## src/rtl/sumador_pkg.sv

```systemverilog
// Shared types and the round-robin pick function for the sumador arbiter.
// rr_pick works on a fixed maximum width; callers zero-extend and pass their real R.
package sumador_pkg;

  typedef enum logic {
    IDLE = 1'b0,
    FULL = 1'b1
  } arb_state_t;

  // Largest requester count rr_pick can handle.
  localparam int RR_MAX_R  = 16;
  localparam int RR_MAX_IW = 4;

  typedef struct packed {
    logic                 found;
    logic [RR_MAX_IW-1:0] idx;
  } rr_pick_t;

  // First valid index at or above ptr, wrapping modulo r.
  function automatic rr_pick_t rr_pick(input logic [RR_MAX_R-1:0]  valid,
                                       input logic [RR_MAX_IW-1:0] ptr,
                                       input int                   r);
    rr_pick_t             pick;
    int                   cand;
    logic [RR_MAX_IW-1:0] cidx;
    pick = '0;
    for (int off = 0; off < RR_MAX_R; off++) begin
      cand = int'(ptr) + off;
      if (cand >= r) cand = cand - r;
      cidx = cand[RR_MAX_IW-1:0];
      if (off < r && !pick.found && valid[cidx]) begin
        pick.found = 1'b1;
        pick.idx   = cidx;
      end
    end
    return pick;
  endfunction

endpackage

```

## src/rtl/sumadorb.sv

```systemverilog
// Plain N-bit adder; the carry out is dropped so the sum wraps modulo 2^N.
module sumadorb #(
  parameter int N = 4
) (
  input  logic [N-1:0] i_a,
  input  logic [N-1:0] i_b,
  output logic [N-1:0] o_sum
);

  assign o_sum = i_a + i_b;

endmodule

```

## src/rtl/sumador_rr_arb.sv

```systemverilog
// Round-robin arbiter sharing one sumadorb among R requesters, with a single
// registered result channel (valid/ready) tagged by the winning requester ID.
module sumador_rr_arb
  import sumador_pkg::*;
#(
  parameter  int N  = 4,
  parameter  int R  = 4,
  localparam int IW = $clog2(R)
) (
  input  logic           clk_i,
  input  logic           rst_n_i,
  input  logic [R-1:0]   req_valid_i,
  output logic [R-1:0]   req_ready_o,
  input  logic [R*N-1:0] a_i,
  input  logic [R*N-1:0] b_i,
  output logic           res_valid_o,
  input  logic           res_ready_i,
  output logic [N-1:0]   res_sum_o,
  output logic [IW-1:0]  res_id_o
);

  arb_state_t    r_state;
  arb_state_t    w_state_nxt;
  logic [IW-1:0] r_ptr;
  logic [IW-1:0] r_id;
  logic [N-1:0]  r_sum;

  rr_pick_t      w_pick;
  logic          w_accept_en;
  logic          w_handshake;
  logic [R-1:0]  w_grant;
  logic [IW-1:0] w_ptr_nxt;
  logic [N-1:0]  w_a;
  logic [N-1:0]  w_b;
  logic [N-1:0]  w_sum;

  // R must not exceed RR_MAX_R; the casts below zero-extend into the pick width.
  assign w_pick      = rr_pick(RR_MAX_R'(req_valid_i), RR_MAX_IW'(r_ptr), R);
  assign w_accept_en = (r_state == IDLE) || res_ready_i;
  assign w_handshake = w_accept_en && w_pick.found;
  assign w_grant     = {{(R-1){1'b0}}, 1'b1} << w_pick.idx;
  assign w_ptr_nxt   = (int'(w_pick.idx) + 1 == R) ? '0 : IW'(w_pick.idx + 1'b1);

  assign w_a = a_i[w_pick.idx*N +: N];
  assign w_b = b_i[w_pick.idx*N +: N];

  sumadorb #(.N(N)) u_add (
    .i_a   (w_a),
    .i_b   (w_b),
    .o_sum (w_sum)
  );

  // NOTE: sequential state uses non-blocking assignments so every register
  // samples the pre-edge values, independent of block ordering.
  always_ff @(posedge clk_i) begin
    if (!rst_n_i) r_state <= IDLE;
    else          r_state <= w_state_nxt;
  end

  // NOTE: default first, so no path leaves w_state_nxt unassigned (no latch).
  always_comb begin
    w_state_nxt = r_state;
    case (r_state)
      IDLE:    if (w_handshake) w_state_nxt = FULL;
      FULL:    if (res_ready_i && !w_handshake) w_state_nxt = IDLE;
      default: w_state_nxt = IDLE;
    endcase
  end

  always_comb begin
    res_valid_o = (r_state == FULL);
    req_ready_o = '0;
    if (rst_n_i && w_handshake) req_ready_o = w_grant;
  end

  // NOTE: the result register is reset too, so a held result is discarded
  // and sum/id read back as zero after reset.
  always_ff @(posedge clk_i) begin
    if (!rst_n_i) begin
      r_ptr <= '0;
      r_sum <= '0;
      r_id  <= '0;
    end else if (w_handshake) begin
      r_ptr <= w_ptr_nxt;
      r_sum <= w_sum;
      r_id  <= IW'(w_pick.idx);
    end
  end

  assign res_sum_o = r_sum;
  assign res_id_o  = r_id;

endmodule

```

## config.mk

```make
export PLATFORM = sky130hd
export DESIGN_NAME = sumador_rr_arb
export DESIGN_NICKNAME = d
export VERILOG_FILES = /design/src/rtl/sumador_pkg.sv /design/src/rtl/sumadorb.sv /design/src/rtl/sumador_rr_arb.sv
export SDC_FILE = /design/constraint.sdc
export NUM_CORES = 1
export LEC_CHECK = 0
export ABC_AREA = 1
export CORE_MARGIN = 2
export CORE_UTILIZATION = 43
export CTS_CLUSTER_DIAMETER = 40
export DETAILED_ROUTE_END_ITERATION = 12
export MAX_ROUTING_LAYER = met4
export PLACE_DENSITY_LB_ADDON = 0.15
export SLEW_MARGIN = 20
export SYNTH_ARGS = -nofsm -noshare
export SYNTH_HDL_FRONTEND = slang
export SYNTH_SLANG_ARGS = --single-unit
```

## constraint.sdc

```tcl
create_clock -name clk_i -period 3.7 [get_ports clk_i]
set_input_delay 0.37 -clock clk_i [delete_from_list [all_inputs] [get_ports clk_i]]
set_output_delay 0.37 -clock clk_i [all_outputs]
set_load 0.1 [all_outputs]
```

==> impl_metrics.env <==
export IMPL_synthMuxAreaShare_pct=0
export IMPL_drt_pass1_iter_count=4
export IMPL_fin_nets=283
export IMPL_yosys_top_cells_count="nand2_1 (50), inv_1 (16), nand3_1 (15), nor2_1 (15)"
export IMPL_synth_top_family_by_area="simple AND/OR/NAND/NOR gates"
export IMPL_fin_skew_ns=0.00491
export IMPL_yosys_warnings=0
export IMPL_areaGrowthSynthToFinish_pct=54.2
export IMPL_cap_violations=0
export IMPL_holdBufCountCts=0
export IMPL_synth_compound_area_share_pct=15.3
export IMPL_fin_crit_sh_pct=90.1
export IMPL_synth_edf_count=0
export IMPL_yosys_area_share_simple_pct=45.3
export IMPL_syn_num_nets=223
export IMPL_yosysTopAreaCell="nand2_1"
export IMPL_min_path_type="flip-flop to flip-flop"
export IMPL_cp_arrival_ns=3.49
export IMPL_yosys_most_used_dff="dfxtp_1"
export IMPL_cts_num_sinks=9
export IMPL_syn_inst=174
export IMPL_seq_area_frac_synth_pct=15.2
export IMPL_tns_ns=0
export IMPL_hold_depth=2
export IMPL_synthAdderAreaFrac_pct=11.2
export IMPL_grt_pass1_vias=1259
export IMPL_r2r_slack_ns=0.36
export IMPL_grtUsageTotal_pct=20.0
export IMPL_cts_root_buffer="clkbuf_4"
export IMPL_worstHoldEndpoint="res_sum_o[0]$_SDFFE_PN0P_"
export IMPL_rsz0062_at_grt="false"
export IMPL_place_inst=252
export IMPL_io_pins=50
export IMPL_drt_wirelength_per_cell_um=11.7
export IMPL_numCtsBuffers=3
export IMPL_r2r_end="res_sum_o[1]$_SDFFE_PN0P_"
export IMPL_drive_above_1_share_pct=20.2
export IMPL_clk_latency_ns=0.26
export IMPL_max_freq_ghz=0.300
export IMPL_start_kind="flip-flop"
export IMPL_overflow=0
export IMPL_synth_most_common_cell="nand2_1"
export IMPL_ff2ff_path_depth=19
export IMPL_row_count=19
export IMPL_die_width_um=56.4
export IMPL_synth_avg_cell_area_um2=6.80
export IMPL_routed_wl_mm=3.10
export IMPL_synth_area_leaders="nand2_1 (16%), dfxtp_1 (15%), ha_1 (9.5%)"
export IMPL_tightestPinTransition_ns=0.979
export IMPL_path_class="flip-flop to flip-flop"
export IMPL_antenna_found_initial=0
export IMPL_multiInputGateArea_um2=871
export IMPL_hp_start="res_sum_o[0]$_SDFFE_PN0P_"
export IMPL_hpwl_mm=2.47
export IMPL_maxSlewHeadroom_pct=34.6
export IMPL_io_buffers=49
export IMPL_synth_cell_types=32
export IMPL_dieArea_mm2=0.00318
export IMPL_synthXorXnorAreaFrac_pct=0.741
export IMPL_maxSlewViolCount=0
export IMPL_finalSetupViolations=0
export IMPL_routed_via_density=5.06
export IMPL_crit_fanout=9
export IMPL_rr_startpoint="r_ptr[1]$_SDFFE_PN0P_"
export IMPL_yosys_area_top_type_share_pct=15.9
export IMPL_ys_async_sr_fraction_pct=0
export IMPL_drc=0
export IMPL_fillCellCount=224
export IMPL_required_ns=3.85
export IMPL_synth_seq_cells=9
export IMPL_clkTransAtPathRegs_ns=0.06
export IMPL_start_util_pct=44.0
export IMPL_grt_pass1_wl_mm=5.07
export IMPL_clockBufferDepth=2
export IMPL_core_area_mm2=0.00269
export IMPL_num_antenna_cells=0
export IMPL_period_needed_ns=3.34
export IMPL_ant_nets=0
export IMPL_die_h_um=56.4
export IMPL_synthesis_area_mm2=0.00118
export IMPL_final_cells=264
export IMPL_grt_start_max_net_pins=14
export IMPL_hold_viol_final=0
export IMPL_place_gp_congestion=0.804
export IMPL_cp_end_kind="flip-flop"
export IMPL_vias=1336
export IMPL_h_tree_depth=1
export IMPL_cts_tree="done"
export IMPL_area_sequential_um2=181
export IMPL_status="completed"
export IMPL_drtIter0Drc=63
==> worst max path at each step <==
stage	startpoint	slack, ns	cells past startpoint	endpoint
2_1_floorplan	r_ptr[0]$_SDFFE_PN0P_	0.08	14	req_ready_o[2]
3_3_place_gp	r_ptr[1]$_SDFFE_PN0P_	0.44	21	res_sum_o[3]$_SDFFE_PN0P_
3_5_place_dp	r_ptr[1]$_SDFFE_PN0P_	0.24	21	res_sum_o[3]$_SDFFE_PN0P_
4_1_cts	r_ptr[1]$_SDFFE_PN0P_	0.21	21	res_sum_o[3]$_SDFFE_PN0P_
5_1_grt	r_ptr[1]$_SDFFE_PN0P_	0.10	21	res_sum_o[3]$_SDFFE_PN0P_
6_report	r_ptr[1]$_SDFFE_PN0P_	0.36	19	res_sum_o[1]$_SDFFE_PN0P_
==> registers in the layout (all words and copies together) (netlist names) <==
signal / flops
res_id_o: 2
res_valid_o: 1
r_ptr: 2
res_sum_o: 4
==> cells by family (layout without fill, tap and decap cells) <==
group,count (synthesis),count (layout)
DFF,9,9
xor gates and xnor gates,1,1
buffers and inverters,26,85
and+or+nand+nor,105,105
AOI/OAI and AO/OA,23,23
adders and majority gates,10,10
==> cell usage in the layout (no fill, tap or decap) <==
cell type / count
a221oi_1: 9
nor2_4: 2
inv_2: 3
clkdlybuf4s50_1: 45
clkbuf_1: 1
nand3_1: 15
fa_1: 1
clkinv_8: 1
nand4_1: 1
inv_4: 2
inv_1: 16
nand2_1: 50
nand3_2: 3
nand3b_2: 1
ha_1: 9
nand2_4: 2
nor2_2: 3
a21oi_1: 3
buf_4: 10
or2_1: 5
buf_12: 4
nand4_4: 1
a21o_1: 1
o21ai_1: 2
clkbuf_4: 3
o21ai_0: 5
nand3_4: 1
nand2_2: 5
nor3_2: 2
dfxtp_1: 8
dfxtp_2: 1
nor2_1: 14
xnor2_1: 1
a221oi_2: 3
==> metal layers <==
metal	vias to the layer above	track usage (%)	wire length, um
li1	698	-	-
met1	591	25.6	1380
met2	43	30.4	1450
met3	4	4.61	234
met4	0	8.16	31
met5	-	-	0
==> worst max-delay path: stages, from the launching register on <==
cell	delay, ns
dfxtp_2	0.40
inv_1	0.12
ha_1	0.34
inv_1	0.15
nand3_2	0.12
nand3_4	0.13
nor2_2	0.06
nor2_1	0.10
nand2_2	0.11
nand2_4	0.13
inv_4	0.05
nor2_4	0.22
buf_4	0.17
a221oi_1	0.06
or2_1	0.25
inv_1	0.06
ha_1	0.17
fa_1	0.45
nand2_1	0.09
nand2_1	0.04
==> through the flow <==
stage	utilization (%)	setup WS [ns]	cell area, um2	hold slack [ns]
2_1_floorplan	-	0.0817	1190	0.567
5_1_grt	67.9	0.101	1820	0.503
3_3_place_gp	64.5	0.436	1730	0.462
3_5_place_dp	64.5	0.242	1730	0.463
6_report	67.9	0.365	1820	0.478
4_1_cts	65.5	0.215	1760	0.480
==> final cells by class <==
class                      count  area share [%]
clock buffer                   4            1.44
inverter                      22            5.49
multi-input combinational    139            47.8
sequential                     9            9.95
tap                           31            2.13
timing repair buffer          59            33.2
==> what timing repair did <==
| item | in CTS | in global routing |
|---|---|---|
| endpoints found under the setup margin | 0 | 4 |
| hold endpoints to repair | 0 | 0 |
| buffers inserted | 0 | 8 |
| gates resized for setup | 0 | 2 |
Power is not shown: default switching activity piles up to over one toggle a cycle in this logic, so the estimate is an artifact.
==> RTL change 1: new RTL, same settings <==
Make the reset (`rst_n_i`) asynchronous in 2 clocked blocks.
--- a/src/rtl/sumador_rr_arb.sv
+++ b/src/rtl/sumador_rr_arb.sv
@@ -54,3 +54,3 @@
   // samples the pre-edge values, independent of block ordering.
-  always_ff @(posedge clk_i) begin
+  always_ff @(posedge clk_i or negedge rst_n_i) begin
     if (!rst_n_i) r_state <= IDLE;
@@ -77,3 +77,3 @@
   // and sum/id read back as zero after reset.
-  always_ff @(posedge clk_i) begin
+  always_ff @(posedge clk_i or negedge rst_n_i) begin
     if (!rst_n_i) begin
Check against the original RTL: differs if rst_n_i is asserted again (counterexample within 4 cycles, from zero or initial values and one cycle with rst_n_i low); with rst_n_i held inactive, the same outputs for 10 cycles.
==> RTL change 1 against the unedited design <==
Cell area fell by 3.6%. Routed wire length fell by 3.7%. Count of clock-buffer cells in the layout did not move. Sequential cell count did not move. Sequential share of layout area rose by 2.9 points. Setup slack improved by 0.027 ns. Area after synthesis rose by 5.1%. Final cell count rose by 3.8%. Largest cell class unchanged.
Power is not shown: default switching activity piles up to over one toggle a cycle in this logic, so the estimate is an artifact.
==> RTL change 1: results <==
group,metric,value,unit
critical_path,slowest_stage,"dfrtp_1",
grt,grt_use_met3,0.0201,
sta,fin_skew,0.00346,ns
grt,antenna_found_initial,0,
yosys,ys_async_sr_fraction,1.00,
final_layout,drive_above_1_share,0.144,
grt,grt_max_degree,36,
yosys,yosysUniqueCellTypes,28,
routing,wl_per_cell,10.9,um
clock_tree,cts-root-buf,"clkbuf_4",
yosys,synth_cells,196,
yosys,synth_common_cells,"nand2_1 (61), nand3_1 (47), inv_1 (14)",
critical_path,cp.arrival,3.46,ns
final_layout,nFillCells,274,
routing,wl,2980,um
critical_path,cp_max_fo,18,
placed_design,gp_congestion,0.923,
critical_path,cp_slowest_stage_delay,0.54,ns
grt,track_usage,0.197,
grt,grtUsageMet2,0.315,
grt,grt_pass1_vias,1175,
clock_tree,cts.path.max_buffers,2,
placed_design,placed_cells,270,
routing,vias_per_cell,4.95,
run_status,outcome,"completed",
clock_tree,cts_buffers,3,
grt,use_met1,0.264,
final_layout,fin_nets,293,
placed_design,postPlaceCellArea,0.00173,mm2
hold_path,hp-class,"input port to asynchronous set/reset pin",
yosys,ys_seq_area_frac,0.181,
yosys,syn-num-nets,245,
sta,max_slew_margin,0.358,
placed_design,hpwlAfterDp,2450,um
yosys,synth_flop_cell,"dfrtp_1",
routing,drt_iter0_markers,87,
yosys,ys_top_cells_by_area,"nand3_1 (19%), nand2_1 (18%), dfrtp_1 (18%)",
## RTL change 1: cell types whose count changed after synthesis, moves of 3 or more
cell	before	now
nand2_2	5	10
dfxtp_1	9	0
nand2_1	50	61
nor2_1	15	9
nand3_1	15	47
dfrtp_1	0	9
or2_1	5	0
a221oi_2	3	0
a221oi_1	9	0
buf_2	1	4
## RTL change 1: path summary, 6_finish.rpt
check	start	end	slack, ns	cells past startpoint
worst max register to register	r_ptr[0]	res_sum_o[2]	0.39	19
worst min-delay path	rst_n_i	res_id_o[1]	0.40	1
worst min register to register	res_sum_o[1]	res_sum_o[1]	0.49	2
worst max-delay path	r_ptr[0]	res_sum_o[2]	0.39	19
min in group clk_i	res_sum_o[1]	res_sum_o[1]	0.49	2
max in group asynchronous	rst_n_i	res_sum_o[3]	3.00	1
## RTL change 1: kinds of logic after synthesis
family,after synthesis,share of synthesized area
fa+ha+maj,10,0.107
buf+inv,28,0.101
xor+xnor,1,0.00705
simple gates,138,0.558
compound gates,10,0.0463
flops,9,0.181
## RTL change 1: critical path: cells and delay by family, from the launching register on
| family | cells | cell delay (ns) |
|---|---|---|
| fa+ha+maj | 3 | 0.98 |
| simple gates | 9 | 0.93 |
| flops | 1 | 0.54 |
| buf+inv | 5 | 0.44 |
| xor+xnor | 1 | 0.18 |
| compound gates | 1 | 0.11 |
## RTL change 1: per-stage QoR
stage,util,setup slack (ns)
final,0.637,0.392
after floorplan,-,0.149
after global routing,0.637,0.0774
after global placement,0.627,0.433
after detailed placement,0.627,0.389
after CTS,0.637,0.369
## RTL change 1: final cells by class
class | instances | area share
clock buffers | 4 | 0.0150
flip-flops and latches | 9 | 0.128
repair buffers | 50 | 0.278
inverters | 21 | 0.0491
multi-input cells | 159 | 0.508
well taps | 31 | 0.0221
## RTL change 1: layer usage
metal	up-vias	part of all wire	wire length, um
li1	728	-	-
met2	45	0.47	1400
met3	7	0.051	151
met1	577	0.46	1390
met5	-	0	0
met4	0	0.015	46
==> RTL change 2: new RTL, config.mk and constraints unchanged <==
Without the edit above. The package constant `RR_MAX_IW` goes from 4 to 6.
--- a/src/rtl/sumador_pkg.sv
+++ b/src/rtl/sumador_pkg.sv
@@ -11,3 +11,3 @@
   localparam int RR_MAX_R  = 16;
-  localparam int RR_MAX_IW = 4;
+  localparam int RR_MAX_IW = 6;
 
Behaviour: unchanged (equiv_simple and equiv_induct, registers matched by name and starting in step).
==> RTL change 2 against the unedited design <==
Count of clock-buffer cells in the layout stayed put. Setup slack got worse by 0.012 ns. Cell area shrank 4.3%. Routed wire length is 14% higher. Sequential share of layout area rose by 0.52 points. Area after synthesis decreased by 1.2%. Synthesized cell count increased by 10%. Sequential cell count unchanged. Via count rose by 9.4%. Fmax fell by 0.37%. Critical endpoint is now res_sum_o[3].
Power is not shown: default switching activity piles up to over one toggle a cycle in this logic, so the estimate is an artifact.
==> RTL change 2: results <==
group,metric,value,unit
placed_design,gp_congestion,0.881,
critical_path,rr_worst_depth,18,
run_status,outcome,"completed",
routing,via_count,1462,
grt,antenna_found_initial,0,
hold_path,hp-class,"register to register",
final_layout,nFillCells,226,
clock_tree,cts-root-buf,"clkbuf_4",
routing,wl,3530,um
grt,grt_use_met3,0.0512,
yosys,yosysUniqueCellTypes,30,
hold_path,whs_endpoint,"res_id_o[0]",
critical_path,cp.arrival,3.51,ns
final_layout,fin_nets,290,
clock_tree,path_clk_slew,0.06,ns
yosys,ys_top_cells_by_area,"nand2_1 (17%), dfxtp_1 (15%), nand3_1 (11%)",
yosys,ys_seq_area_frac,0.154,
hold_path,worstHoldStart,"res_id_o[0]",
grt,grt_pass1_wl,6020,um
grt,grtUsageMet2,0.392,
final_layout,diodes,0,
critical_path,r2r-end,"res_sum_o[3]",
sta,worst_slack,0.352,ns
yosys,synth_common_cells,"nand2_1 (52), nand3_1 (26), inv_1 (21)",
grt,grt_max_degree,28,
placed_design,hpwlAfterDp,2880,um
grt,use_met1,0.294,
sta,hold_slack,0.504,ns
routing,drt_iter0_markers,58,
placed_design,pre_cts_ws,0.209,ns
sta,fin_skew,0.00127,ns
critical_path,rr_startpoint,"r_ptr[0]",
placed_design,postPlaceCellArea,0.00171,mm2
critical_path,cp_max_fo,27,
yosys,syn-num-nets,240,
sta,max_slew_margin,0.340,
grt,grt_pass1_vias,1421,
grt,track_usage,0.236,
final_layout,drive_above_1_share,0.133,
-- RTL change 2: cell count changes in the layout (fill, tap and decap cells not counted), moves of 3 or more --
cell      delta
a21oi_1      +4
buf_4        -7
a221oi_1     -9
a31oi_1      +7
inv_1        +5
a32o_1       +5
nand4_1      +3
nor3_1       +4
or2_1        -5
nand3_1     +11
a221oi_2     -3
-- RTL change 2: kinds of logic after synthesis --
family          synth area share
xor+xnor                 0.00750
compound gates             0.162
simple gates               0.451
fa+ha+maj                  0.103
buf+inv                    0.123
flops                      0.154
-- RTL change 2: cell type report --
cell class,instances,share of cell area
sequential,9,0.105
timing repair buffer,52,0.312
multi-input combinational,150,0.490
tap,30,0.0215
clock buffer,4,0.0151
inverter,26,0.0567
-- RTL change 2: per-layer routing --
metal  up-vias  routed length [um]
li1        745                   -
met1       667                1520
met2        44                1790
met3         6                 167
met4         0                  54
met5         -                   0
-- RTL change 2: worst max-delay path: stages (launching register included) --
cell	delay, ns
dfxtp_2	0.43
inv_2	0.12
ha_1	0.38
inv_1	0.11
nand3_2	0.09
nand3_2	0.12
nand4_2	0.50
a31oi_1	0.36
a32o_1	0.15
inv_1	0.05
ha_1	0.33
nand2_1	0.08
nand2_1	0.04
a31oi_1	0.19
inv_1	0.06
nand2_1	0.06
nand3_1	0.06
nand2_1	0.07
inv_1	0.03
-- RTL change 2: stage by stage --
step	util	TNS, ns	instances
after floorplan	-	-2.02	192
after global placement	0.677	0	267
after detailed placement	0.677	0	267
after CTS	0.687	0	271
after global routing	0.691	0	271
final	0.691	0	271
-- RTL change 2: timing repair --
action                     4_1_cts  5_1_grt
setup buffers                    0        0
gates resized for setup          0        4
hold endpoints to repair         0        0
setup endpoints to repair        0        4
